==> src/rtl/tl_ctrl_multi_pkg.sv <==
// rtl/tl_ctrl_multi_pkg.sv - shared state encoding and approach-index helper
package tl_ctrl_multi_pkg;

   localparam int PHASE_W = 2;

   typedef enum logic [2:0] {
      ST_ALL_RED = 3'd0,
      ST_GREEN   = 3'd1,
      ST_YELLOW  = 3'd2,
      ST_WALK    = 3'd3,
      ST_FLASH   = 3'd4
   } state_t;

   function automatic logic [PHASE_W-1:0] wrap_inc(input logic [PHASE_W-1:0] idx,
                                                   input int num_dir);
      return (int'(idx) >= num_dir - 1) ? '0 : idx + 1'b1;
   endfunction

endpackage

==> src/rtl/tl_ctrl_multi_rr_pick.sv <==
// rtl/tl_ctrl_multi_rr_pick.sv - round-robin next-approach search
module tl_ctrl_multi_rr_pick
   import tl_ctrl_multi_pkg::*;
#(
   parameter int NUM_DIR = 2
)(
   input  logic [PHASE_W-1:0] i_phase,
   input  logic [NUM_DIR-1:0] i_sensor,
   input  logic               i_actuated,
   output logic [PHASE_W-1:0] o_next
);

   logic [PHASE_W-1:0] w_idx;
   logic               w_found;

   // Scan phase+1, phase+2, ... with wrap; falls back to plain rotation when nothing waits.
   always_comb begin
      o_next  = wrap_inc(i_phase, NUM_DIR);
      w_idx   = i_phase;
      w_found = 1'b0;
      for (int k = 0; k < NUM_DIR; k++) begin
         w_idx = wrap_inc(w_idx, NUM_DIR);
         if (i_actuated && !w_found && (|(i_sensor & (NUM_DIR'(1) << w_idx)))) begin
            o_next  = w_idx;
            w_found = 1'b1;
         end
      end
   end

endmodule

==> src/rtl/tl_ctrl_multi.sv <==
// rtl/tl_ctrl_multi.sv - multi-approach traffic-light controller with walk, clearance and flash
module tl_ctrl_multi
   import tl_ctrl_multi_pkg::*;
#(
   parameter int NUM_DIR    = 2,
   parameter int GREEN_CYC  = 20,
   parameter int MIN_GREEN  = 6,
   parameter int YELLOW_CYC = 4,
   parameter int ALLRED_CYC = 2,
   parameter int WALK_CYC   = 8,
   parameter int FLASH_HALF = 5,
   parameter int CNT_W      = 8
)(
   input  logic               clk,
   input  logic               reset,
   input  logic               actuated,
   input  logic [NUM_DIR-1:0] sensor,
   input  logic               ped_req,
   input  logic               flash_en,
   output logic [NUM_DIR-1:0] red,
   output logic [NUM_DIR-1:0] yellow,
   output logic [NUM_DIR-1:0] green,
   output logic               walk,
   output logic [PHASE_W-1:0] phase
);

   localparam logic [CNT_W-1:0] GREEN_LAST  = CNT_W'(GREEN_CYC - 1);
   localparam logic [CNT_W-1:0] MIN_LAST    = CNT_W'(MIN_GREEN - 1);
   localparam logic [CNT_W-1:0] YELLOW_LAST = CNT_W'(YELLOW_CYC - 1);
   localparam logic [CNT_W-1:0] ALLRED_LAST = CNT_W'(ALLRED_CYC - 1);
   localparam logic [CNT_W-1:0] WALK_LAST   = CNT_W'(WALK_CYC - 1);
   localparam logic [CNT_W-1:0] FLASH_LAST  = CNT_W'(FLASH_HALF - 1);

   state_t             r_state, w_state_n;
   logic [CNT_W-1:0]   r_timer, w_timer_n;
   logic [PHASE_W-1:0] r_phase, w_phase_n, w_pick;
   logic               r_ped_pend, w_ped_n;
   logic               r_flash_lit, w_lit_n;
   logic [NUM_DIR-1:0] r_red, r_yellow, r_green;
   logic               r_walk;
   logic [NUM_DIR-1:0] w_red_n, w_yel_n, w_grn_n, w_cur_oh, w_nxt_oh;
   logic               w_walk_n, w_enter, w_early_exit;

   tl_ctrl_multi_rr_pick #(.NUM_DIR(NUM_DIR)) u_pick (
      .i_phase    (r_phase),
      .i_sensor   (sensor),
      .i_actuated (actuated),
      .o_next     (w_pick)
   );

   assign w_cur_oh     = NUM_DIR'(1) << r_phase;
   assign w_early_exit = actuated && (r_timer >= MIN_LAST)
                         && !(|(sensor & w_cur_oh)) && (|(sensor & ~w_cur_oh));

   always_comb begin
      w_state_n = r_state;
      w_phase_n = r_phase;
      case (r_state)
         ST_ALL_RED: if (r_timer == ALLRED_LAST) begin
            if (flash_en)        w_state_n = ST_FLASH;
            else if (r_ped_pend) w_state_n = ST_WALK;
            else begin
               w_state_n = ST_GREEN;
               w_phase_n = w_pick;
            end
         end
         ST_GREEN:  if (r_timer == GREEN_LAST || w_early_exit) w_state_n = ST_YELLOW;
         ST_YELLOW: if (r_timer == YELLOW_LAST) w_state_n = ST_ALL_RED;
         ST_WALK:   if (r_timer == WALK_LAST) begin
            w_state_n = ST_GREEN;
            w_phase_n = w_pick;
         end
         ST_FLASH:  if (!flash_en) w_state_n = ST_ALL_RED;
         default:   w_state_n = ST_ALL_RED;
      endcase

      w_enter   = (w_state_n != r_state);
      w_timer_n = w_enter ? '0 : r_timer + 1'b1;
      w_lit_n   = r_flash_lit;
      // The flash timer wraps every half-period instead of running on.
      if (w_state_n == ST_FLASH) begin
         if (w_enter) begin
            w_lit_n = 1'b1;
         end else if (r_timer == FLASH_LAST) begin
            w_lit_n   = ~r_flash_lit;
            w_timer_n = '0;
         end
      end
      // A request arriving on the walk-entry cycle is served by that walk.
      w_ped_n = (w_enter && w_state_n == ST_WALK) ? 1'b0 : (r_ped_pend | ped_req);
   end

   always_comb begin
      w_red_n  = '1;
      w_yel_n  = '0;
      w_grn_n  = '0;
      w_walk_n = 1'b0;
      w_nxt_oh = NUM_DIR'(1) << w_phase_n;
      case (w_state_n)
         ST_GREEN: begin
            w_grn_n = w_nxt_oh;
            w_red_n = ~w_nxt_oh;
         end
         ST_YELLOW: begin
            w_yel_n = w_nxt_oh;
            w_red_n = ~w_nxt_oh;
         end
         ST_WALK:  w_walk_n = 1'b1;
         ST_FLASH: begin
            w_yel_n = w_lit_n ? NUM_DIR'(1) : '0;
            w_red_n = w_lit_n ? ~NUM_DIR'(1) : '0;
         end
         default: ;
      endcase
   end

   always_ff @(posedge clk or posedge reset) begin
      if (reset) begin
         r_state     <= ST_ALL_RED;
         r_timer     <= '0;
         r_phase     <= PHASE_W'(NUM_DIR - 1);
         r_ped_pend  <= 1'b0;
         r_flash_lit <= 1'b0;
         r_red       <= '1;
         r_yellow    <= '0;
         r_green     <= '0;
         r_walk      <= 1'b0;
      end else begin
         r_state     <= w_state_n;
         r_timer     <= w_timer_n;
         r_phase     <= w_phase_n;
         r_ped_pend  <= w_ped_n;
         r_flash_lit <= w_lit_n;
         r_red       <= w_red_n;
         r_yellow    <= w_yel_n;
         r_green     <= w_grn_n;
         r_walk      <= w_walk_n;
      end
   end

   assign red    = r_red;
   assign yellow = r_yellow;
   assign green  = r_green;
   assign walk   = r_walk;
   assign phase  = r_phase;

endmodule
==> config.mk <==
export PLATFORM = sky130hd
export DESIGN_NAME = tl_ctrl_multi
export DESIGN_NICKNAME = d
export VERILOG_FILES = /design/src/rtl/tl_ctrl_multi_pkg.sv /design/src/rtl/tl_ctrl_multi_rr_pick.sv /design/src/rtl/tl_ctrl_multi.sv
export SDC_FILE = /design/constraint.sdc
export NUM_CORES = 1
export LEC_CHECK = 0
export CORE_AREA = 2 2 56 58
export CTS_CLUSTER_SIZE = 24
export DETAILED_ROUTE_END_ITERATION = 10
export DIE_AREA = 0 0 58 60
export PLACE_DENSITY_LB_ADDON = 0.25
export SYNTH_ARGS = -nofsm -noshare
export SYNTH_HDL_FRONTEND = slang
export SYNTH_HIERARCHICAL = 1
export SYNTH_SLANG_ARGS = --single-unit
==> constraint.sdc <==
create_clock -name clk -period 2.2 [get_ports clk]
set_input_delay 0.44 -clock clk [delete_from_list [all_inputs] [get_ports clk]]
set_output_delay 0.44 -clock clk [all_outputs]
set_load 0.01 [all_outputs]
==> metrics.md, run 1 <==
| Metric | Value |
|---|---|
| Status | complete, but fails checks |
| Violated checks | negative setup slack |
| Layout cells sized above 1 | 0.330 |
| H-tree depth | 1 |
| Final setup margin | -17.6 ps |
| Overflow after GRT | 0 |
| Post-DRT Antenna Nets | 0 |
| Xor and xnor area share after synthesis | 0.0512 |
| # Max-Cap Violations | 0 |
| # DRC | 0 |
| Gpl congestion | approximately 0.86 |
| Crit path depth | 6 |
| Pwr Density | 1400 mW/mm2 |
| Final core occ | 0.637 |
| Setup WS pre-CTS | -449 ps |
| HPWL Detailed | roughly 2400 um |
| Slew at the pin closest to its max-slew limit | 494 ps |
| RSZ-0062 raised after global routing | true |
| Post-synthesis mux area share | 0.0393 |
| Die width | about 58 um |
| Compound-cell area share of the yosys netlist | 0.148 |
| Ant. Diodes | 0 |
| Die Area | between 0.003 and 0.004 mm2 |
| Leakage power total | roughly 0.81 nW |
| Global-route wire length before repair | a little over 5000 um |
| Vias in the first global route | 1,122 |
| Worst EP required | around 2500 ps |
| Setup Viol. Count Final | 2 |
| Main combinational cell family by area after synthesis | simple AND/OR/NAND/NOR gates |
| Final Total Pwr | approximately 2.6 mW |
| Yosys warns | 6 |
| Crit-path max FO | 7 |
| Slew Limit Fails | 0 |
| Post-synthesis sequential area ratio | 0.405 |
| Vias per cell | approximately 5.4 |
| Cells after DPL | 205 |
| Max_slew headroom | 0.671 |
| Initial antenna violation count | 0 |
| R2R cell count | 6 |
| Worst Path Class, Setup | reg2reg |
| Initial DRC count | 41 |
| Worst skew pair latency | 310 ps |
| Worst path cell trace | or4_4 -> nor4_1 -> o21ai_0 -> a21bo_2 -> nand2_2 -> mux2_2 |
| Fmax | approximately 450 MHz |
| Row cnt | 20 |
| Worst path slowest cell | or4_4 |
| Initial Util | 0.472 |
| CP Capture Type | register |
| Synth area leaders | dfrtp_1 35%, dfstp_2 5.8%, ha_1 4.6% |
| Post-Synth Adder-Cell Area | 0.0457 |
| GRT Util Overall | 0.198 |
| Critical path's top delay family | simple AND/OR/NAND/NOR gates |
| Area leader, netlist | dfrtp_1 |
| Tcrit/Tclk final | 1.01 |
| Largest stage delay, worst path | roughly 600 ps |
| Root Buffer | clkbuf_4 |
| Number of CTS-inserted buffers | 3 |
| Post-synth cell types | 49 |
| Synthesis-stage register bit count | 22 |
| CTS Sinks | 22 |
| Critical Path Source Type | register |
| Hold buffer count at CTS | 0 |
| Cell Count, Final, Fillers Out | about 210 |
| Tmin final | ~2200 ps |
| Number of port buffers | 15 |
| Top cell type's share of synthesized area | 0.347 |
| Commonest non-fill, non-tap cells in the layout | 30 x buf_4, 19 x dfrtp_1, 14 x clkdlybuf4s50_1 |
| Vias | approximately 1,200 |
| DRT Wirelength | 3150 um |
| Crit path DAT | 2470 ps |
| Largest buffer count on any clock path | 2 |
| Commonest non-fill, non-tap cell in the layout | buf_4 |
| Placeable core region | between 0.002 and 0.003 mm2 |
| Peak supply drop | slightly above 0.9 mV |
| Syn Std Cell Area | about 0.0014 mm2 |
| TritonCTS clock tree | built |
| Nets | roughly 190 |
| Wire per inst | 14.8 um |
| Critical path buffers and inverters | 0 |
| Chip Height | 60 um |
| Synth Area in Simple Gates | 0.250 |
| Net Count, Synth | 149 |
| Asr flop ratio synth | 1.00 |
| Final Skew | between 1.5 and 2 ps |
| Syn Inst Count | around 140 |
| CTS clk-pin slew, worst paths | approximately 120 ps |
| Syn avg cell area | 9.99 um2 |
| Hold WC Path Type | in2async |
| Min Hold Slack | ~450 ps |
| Post-synth EDFFs | 0 |
| Top_reg_cell synth | dfrtp_1 |
| Layout area overhead | 35.1% |
| Hold Fails Final Rpt | 0 |
| Pin count of the biggest net entering global routing | 23 |
| Top-Level Pins | 16 |
| Initial DRT Pass Iterations | 4 |
layer usage:
metal / global-route usage / routed length [um] / vias to the layer above
li1: - / - / 560
met1: 0.265 / 1490 / 569
met2: 0.333 / 1520 / 17
met3: 0.0216 / 89 / 5
met4: 0.0698 / 44 / 0
met5: 0 / 0 / -
tightest hold or removal path, delay by kind of cell:
family   cells  cell delay [ps]
buf+inv      3              730
area by class of cell:
| cell class | count | area, um2 |
|---|---|---|
| well taps | 33 | 41.3 |
| repair buffers | 45 | 374 |
| fillers | 243 | 1050 |
| flip-flops and latches | 22 | 554 |
| inverters | 9 | 33.8 |
| clock inverters | 1 | 30.0 |
| clock buffers | 3 | 22.5 |
| multi-input cells | 99 | 793 |
sequential cells by signal, indices dropped and copies added (netlist names):
register,count
r_timer,8
r_state,3
green,2
phase,2
red,2
yellow,2
r_flash_lit,1
r_ped_pend,1
walk,1
path summary, 6_finish.rpt:
path | from | endpoint | slack (ps)
max | r_timer[3] | red[0] | -20
min | reset | r_timer[6] | 450
max reg2reg | r_timer[3] | red[0] | -20
min reg2reg | r_flash_lit | r_flash_lit | 550
max in group asynchronous | reset | phase[0] | 1480
min in group clk | r_flash_lit | r_flash_lit | 550
through the flow:
step / instance area (um2) / setup TNS (ps)
3_3_place_gp: 1730 / -3140
4_1_cts: 1800 / -25.5
5_1_grt: 1850 / -446
3_5_place_dp: 1730 / -3330
2_1_floorplan: 1390 / 0
6_report: 1850 / -20.3
where the power goes:
part / total (mW) / switching [mW] / internal, mW
Combinational: 1.63 / 0.780 / 0.853
Clock: 0.311 / 0.127 / 0.184
Sequential: 0.644 / 0.0999 / 0.544
Yosys cell counts (2+ instances only):
cell,number
dfrtp_1,19
mux2i_1,2
mux2_2,3
nor4_1,3
clkbuf_1,2
dfstp_2,3
o21ai_0,4
xnor2_1,3
buf_6,3
nand2b_1,4
nand2_1,7
xor2_1,5
or3b_2,2
nor2b_1,5
nand4_1,4
ha_1,5
nor3_1,5
and2_1,4
nor2_1,13
a211o_1,2
inv_1,9
a21oi_1,2
nand3_1,2
cell families after synthesis:
| family | after synthesis |
|---|---|
| AOI/OAI and AO/OA | 23 |
| muxes | 5 |
| adders and majority gates | 5 |
| xor gates and xnor gates | 8 |
| buffers and inverters | 16 |
| and+or+nand+nor | 58 |
| DFF | 22 |
what timing repair did:
item	4_1_cts	5_1_grt
pin swaps	3	1
buffers inserted	1	2
resized for setup	4	7
endpoints found under the hold margin	0	0
setup endpoints to repair	11	12
(Power assumes the default switching activity.)
==> run 2, diff against run 1 <==
Settings changed: TNS_END_PERCENT set to 30.
==> run 2 against run 1 <==
The flow still finishes with violations (negative setup slack). First-iteration DRC count grew 34%. Register-to-register slack is essentially flat. Die area is the same. Clock skew grew 2.7 ps. Worst hold slack gained 11 ps. Highest routed layer unchanged. Core utilization shrank 1.2 points. Maximum frequency shrank 0.66%. Cell count shrank 1.4%. Sequential power is essentially flat. Critical endpoint unchanged.
==> metrics.md, run 2 (same netlist as run 1, synthesis figures left out) <==
| Metric | Value |
|---|---|
| H-tree depth | 1 (unchanged) |
| FF+latch area | 554 um2 (unchanged) |
| Status | complete, but fails checks |
| Max_slew headroom | 0.659 (-0.0119) |
| Ant. Diodes | 0 (unchanged) |
| Pin count of the biggest net entering global routing | 23 (unchanged) |
| Combinational Power Share | 0.649 (+0.018) |
| Clock network power share | 0.090 (-0.030) |
| Worst path cell trace | or4_4 -> o41ai_4 -> o21a_1 -> a21bo_2 -> nand2_2 -> mux2_2 |
| Pint | 1.47 mW (-7.2%) |
| Commonest non-fill, non-tap cell in the layout | buf_4 |
| Crit path DAT | 2480 ps (about the same) |
| Gpl congestion | 0.855 (-0.16%) |
| Final setup margin | -32.4 ps (-14.8 ps) |
| Largest buffer count on any clock path | 2 (unchanged) |
| Reg2Reg Setup Slack | -30 ps (about the same) |
| # fillers | 253 (+4.1%) |
| Most flop-heavy register | r_timer |
| Nets | 189 (-1.6%) |
| Initial DRT Pass Iterations | 4 (unchanged) |
| Chip Height | 60 um (unchanged) |
| Die Area | 0.00348 mm2 (unchanged) |
| Seq pwr share | 0.261 (+0.012) |
| CTS clk-pin slew, worst paths | 120 ps (about the same) |
| Post-DRT Antenna Nets | 0 (unchanged) |
| Vias | 1,167 (+1.4%) |
| Final Skew | 4.46 ps (+2.68 ps) |
| Row cnt | 20 (unchanged) |
| Placeable core region | 0.00290 mm2 (unchanged) |
| Vias per cell | 5.58 (+2.8%) |
| Final core occ | 0.625 (-0.0125) |
| Wire per inst | 15.2 um (+2.5%) |
| Vias in the first global route | 1,181 (+5.3%) |
| Commonest non-fill, non-tap cells in the layout | 27 x buf_4, 19 x dfrtp_1, 14 x clkdlybuf4s50_1 |
| Sw Pwr | 1.01 mW (about the same) |
| Pwr Density | 1360 mW/mm2 (-2.5%) |
| # DRC | 0 (unchanged) |
| Setup TNS Final | -215 ps (-194 ps) |
| Overflow after GRT | 0 (unchanged) |
| Slew at the pin closest to its max-slew limit | 512 ps (+17.9 ps) |
| Reg-to-reg endpoint | red[0] |
| Violated checks | negative setup slack |
| TritonCTS clock tree | built |
| Initial Util | 0.472 (unchanged) |
| Critical Path Source Type | register |
| Worst EP required | 2450 ps (about the same) |
| Top-Level Pins | 16 (unchanged) |
| Layout cells sized above 1 | 0.307 (-0.0228) |
| Leakage power total | 0.783 nW (-3.4%) |
| Worst r2r src | r_timer[3] |
| CTS Sinks | 22 (unchanged) |
| Final Total Pwr | 2.47 mW (-4.4%) |
| Multi-input gate area | 796 um2 (+0.32%) |
| Worst skew pair latency | 310 ps (about the same) |
| Tmin final | 2230 ps (+14.8 ps) |
| RSZ-0062 raised after global routing | true |
| Hold buffer count at CTS | 0 (unchanged) |
| Largest register FFs | 8 (unchanged) |
| Hold WC Path Type | in2async |
| Number of port buffers | 15 (unchanged) |
| Layout area overhead | 32.4% |
| Tcrit/Tclk final | 1.01 (+0.00674) |
| Design area | 0.00181 mm2 (-2.0%) |
| Initial antenna violation count | 0 (unchanged) |
| Crit-path max FO | 7 (unchanged) |
| Slew Limit Fails | 0 (unchanged) |
| Biggest regs | r_timer (8), r_state (3) |
| Fmax | 448 MHz (-0.66%) |
| Peak supply drop | 0.803 mV (-13%) |
| R2R cell count | 6 (unchanged) |
| CP Capture Type | register |
| Post-Place Cell Area | 0.00171 mm2 (-1.3%) |
| Global-route wire length before repair | 5400 um (+3.8%) |
| Initial DRC count | 55 (+34%) |
| Setup Viol. Count Final | 8 (+6) |
| Largest stage delay, worst path | 610 ps (about the same) |
| HPWL Detailed | 2370 um (+0.62%) |
| Hold Fails Final Rpt | 0 (unchanged) |
| Die width | 58 um (unchanged) |
| Root Buffer | clkbuf_4 |
| Worst path slowest cell | or4_4 |
| Number of CTS-inserted buffers | 3 (unchanged) |
| # Max-Cap Violations | 0 (unchanged) |
| Net switching share of the total power | 0.407 (+0.0182) |
| DRT Wirelength | 3180 um (+1.0%) |
| Worst Path Class, Setup | reg2reg |
| GRT Util Overall | 0.205 (+0.00727) |
==> run 2: layout make-up <==
| class | count | area share |
|---|---|---|
| Clock buffer | 4 | 0.0200 |
| Inverter | 9 | 0.0186 |
| Multi-Input combinational cell | 99 | 0.439 |
| Sequential cell | 22 | 0.306 |
| Tap cell | 33 | 0.0228 |
| Timing Repair Buffer | 42 | 0.194 |
==> run 2: how the worst max path moves through the flow <==
stage	startpoint	endpoint	cells after the start
after floorplan	r_state[0]	red[1]	7
after global placement	flash_en	phase[1]	6
after detailed placement	flash_en	phase[1]	6
after CTS	r_timer[3]	red[0]	6
after global routing	r_timer[1]	red[1]	8
final	r_timer[3]	red[0]	6
==> run 2: routing by layer <==
layer  part of all wire  routed length, um  GRT usage  up-vias
li1                   -                  -          -      556
met1               0.44               1390      0.278      561
met2               0.48               1540      0.334       43
met3              0.061                195     0.0238        7
met4              0.017                 53     0.0831        0
met5                  0                  0          0        -
==> run 2: repair_timing <==
item,4_1_cts,5_1_grt
buffers inserted,1,1
endpoints found under the setup margin,15,15
pin swaps,3,2
gates resized for setup,3,8
==> run 2: power groups by stage <==
stage	logic (mW)	registers (mW)	clock network (mW)
global route	1.74	0.662	0.256
floorplan	0.936	0.663	0
detailed placement	1.41	0.650	0
global placement	1.39	0.646	0
finish	1.61	0.645	0.224
CTS	1.46	0.644	0.234
==> run 2: per-stage QoR <==
| step | std cells | setup slack [ps] | hold slack (ps) |
|---|---|---|---|
| 2_1_floorplan | 137 | -2.78 | 427 |
| 3_3_place_gp | 203 | -451 | 511 |
| 3_5_place_dp | 203 | -479 | 543 |
| 4_1_cts | 208 | -60.0 | 465 |
| 5_1_grt | 209 | -110 | 473 |
| 6_report | 209 | -32.4 | 457 |
==> run 2: critical path, delay by kind of cell (launching register included) <==
| family | cells | cell delay, ps |
|---|---|---|
| mux | 1 | 330 |
| flops | 1 | 430 |
| compound gates | 3 | 720 |
| simple gates | 2 | 700 |
==> run 3, diff against run 2 <==
Settings changed: CORE_AREA 2 2 56 58 to 2 2 55 57, CTS_BUF_LIST set to sky130_fd_sc_hd__clkbuf_4, DIE_AREA 0 0 58 60 to 0 0 57 59.
==> run 3 against run 2 <==
The flow still finishes with violations (negative setup slack). Largest power group unchanged. Register-to-register slack about the same. First-iteration DRC count is 36% lower. Clock-buffer cell count fell by 1. Non-clock buffer count fell by 1. Via count decreased by 1.7%.
==> metrics.md, run 3 (same netlist as run 1, synthesis figures left out) <==
| Metric | Value |
|---|---|
| Status | complete, but fails checks |
| Violated checks | negative setup slack |
| Tcrit/Tclk final | 1.01 (-0.00307) |
| Hold WC Path Type | in2async |
| Pint | 1.53 mW (+4.2%) |
| CP Capture Type | register |
| Vias | 1,147 (-1.7%) |
| Seq pwr share | 0.249 (-0.012) |
| Final setup margin | -25.7 ps (+6.75 ps) |
| Commonest non-fill, non-tap cells in the layout | 25 x buf_4, 19 x dfrtp_1, 14 x clkdlybuf4s50_1 |
| Row cnt | 19 (-5.0%) |
| Initial DRT Pass Iterations | 4 (unchanged) |
| Die width | 57 um (-1.7%) |
| Gpl congestion | 0.842 (-1.5%) |
| Hold buffer count at CTS | 0 (unchanged) |
| # DRC | 0 (unchanged) |
| Max_slew headroom | 0.745 (+0.0860) |
| HPWL Detailed | 2270 um (-4.4%) |
| Worst skew pair latency | 320 ps (about the same) |
| Number of port buffers | 15 (unchanged) |
| Post-DRT Antenna Nets | 0 (unchanged) |
| Ant. Diodes | 0 (unchanged) |
| Setup WS pre-CTS | -468 ps (+11.4 ps) |
| Number of CTS-inserted buffers | 3 (unchanged) |
| GRT Util Overall | 0.212 (+0.00736) |
| CTS Sinks | 22 (unchanged) |
| Setup TNS Final | -49.8 ps (+165 ps) |
| Fmax | 449 MHz (+0.30%) |
| Initial antenna violation count | 0 (unchanged) |
| Commonest non-fill, non-tap cell in the layout | buf_4 |
| Top-Level Pins | 16 (unchanged) |
| Combinational Power Share | 0.626 (-0.023) |
| H-tree depth | 1 (unchanged) |
| Slew Limit Fails | 0 (unchanged) |
| Sw Pwr | 1.01 mW (+0.25%) |
| Largest buffer count on any clock path | 2 (unchanged) |
| Pin count of the biggest net entering global routing | 23 (unchanged) |
| Wire per inst | 15.2 um (-0.24%) |
| Chip Height | 59 um (-1.7%) |
| Nets | 188 (-0.53%) |
| Initial Util | 0.505 (+0.0335) |
| Layout cells sized above 1 | 0.303 (-0.00396) |
| RSZ-0062 raised after global routing | true |
| Root Buffer | clkbuf_4 |
| Slew at the pin closest to its max-slew limit | 380 ps (-132 ps) |
| Biggest regs | r_timer (8), r_state (3) |
| Overflow after GRT | 0 (unchanged) |
| TritonCTS clock tree | built |
| Critical Path Source Type | register |
| Clock network power share | 0.125 (+0.035) |
| Largest register FFs | 8 (unchanged) |
| Worst Path Class, Setup | reg2reg |
| Vias in the first global route | 1,139 (-3.6%) |
| Pwr Density | 1390 mW/mm2 (+1.9%) |
| CTS clk-pin slew, worst paths | 140 ps (+20 ps) |
| Crit-path max FO | 7 (unchanged) |
| Placeable core region | 0.00271 mm2 (-6.6%) |
| Hold Fails Final Rpt | 0 (unchanged) |
| Setup Viol. Count Final | 4 (-4) |
| Vias per cell | 5.57 (-0.28%) |
| Initial DRC count | 35 (-36%) |
| Min Hold Slack | 431 ps (-25.4 ps) |
| Die Area | 0.00336 mm2 (-3.4%) |
| DRT Wirelength | 3130 um (-1.7%) |
| Layout area overhead | 33.4% |
| Final Skew | 17.3 ps (+12.8 ps) |
| Peak supply drop | 0.988 mV (+23%) |
| Most flop-heavy register | r_timer |
| Net switching share of the total power | 0.398 (-0.00937) |
| Post-Place Cell Area | 0.00171 mm2 (+0.15%) |
| Tmin final | 2230 ps (-6.75 ps) |
| # Max-Cap Violations | 0 (unchanged) |
| Final core occ | 0.674 (+0.0490) |
| Leakage power total | 0.791 nW (+1.1%) |
| Design area | 0.00183 mm2 (+0.69%) |
| Worst EP required | 2470 ps (+20 ps) |
| Crit path DAT | 2500 ps (+20 ps) |
| Global-route wire length before repair | 5410 um (+0.26%) |
run 3: final timing paths:
path | startpoint | to | slack, ps | depth (start not counted)
max in group asynchronous | reset | phase[0] | 1470 | 3
min | reset | r_timer[7] | 430 | 3
max | r_timer[3] | red[0] | -30 | 6
min reg2reg | r_flash_lit | r_flash_lit | 560 | 2
min in group clk | r_flash_lit | r_flash_lit | 560 | 2
max reg2reg | r_timer[3] | red[0] | -30 | 6
run 3: power groups by stage:
stage / logic (mW) / registers (mW) / clock network [mW]
final: 1.59 / 0.633 / 0.317
after global routing: 1.73 / 0.647 / 0.348
after CTS: 1.48 / 0.630 / 0.325
after detailed placement: 1.45 / 0.636 / 0
after global placement: 1.44 / 0.633 / 0
after floorplan: 0.936 / 0.663 / 0
run 3: final cells by class:
cell class	count	area (um2)
clock buffer	3	22.5
clock inverter	1	30.0
fill	219	885
inverter	9	33.8
multi-input combinational	99	790
sequential	22	554
tap	31	38.8
timing repair buffer	41	357
run 3: worst max-delay path, cell delays in order (launching register included):
cell	delay [ps]
dfrtp_1	430
or4_4	610
or2_2	360
o21a_1	210
a21bo_2	210
nand2_1	70
mux2_2	280
run 3: through the flow:
stage               cells  power, mW
finish                206       2.54
global route          206       2.72
CTS                   204       2.43
detailed placement    200       2.09
global placement      200       2.07
floorplan             137       1.60
run 3: layer usage:
layer  vias up  share of wire  wire [um]  track usage
met4         0          0.012         38       0.0831
met3         4          0.045        140       0.0480
met2        22           0.48       1490        0.330
li1        552              -          -            -
met1       569           0.46       1450        0.291
met5         -              0          0            0
run 3: repair_timing:
| item | 4_1_cts | 5_1_grt |
|---|---|---|
| hold endpoints to repair | 0 | 0 |
| pin swaps | 3 | 2 |
| endpoints found under the setup margin | 11 | 16 |
| gates resized for setup | 6 | 5 |
| setup buffers | 0 | 2 |
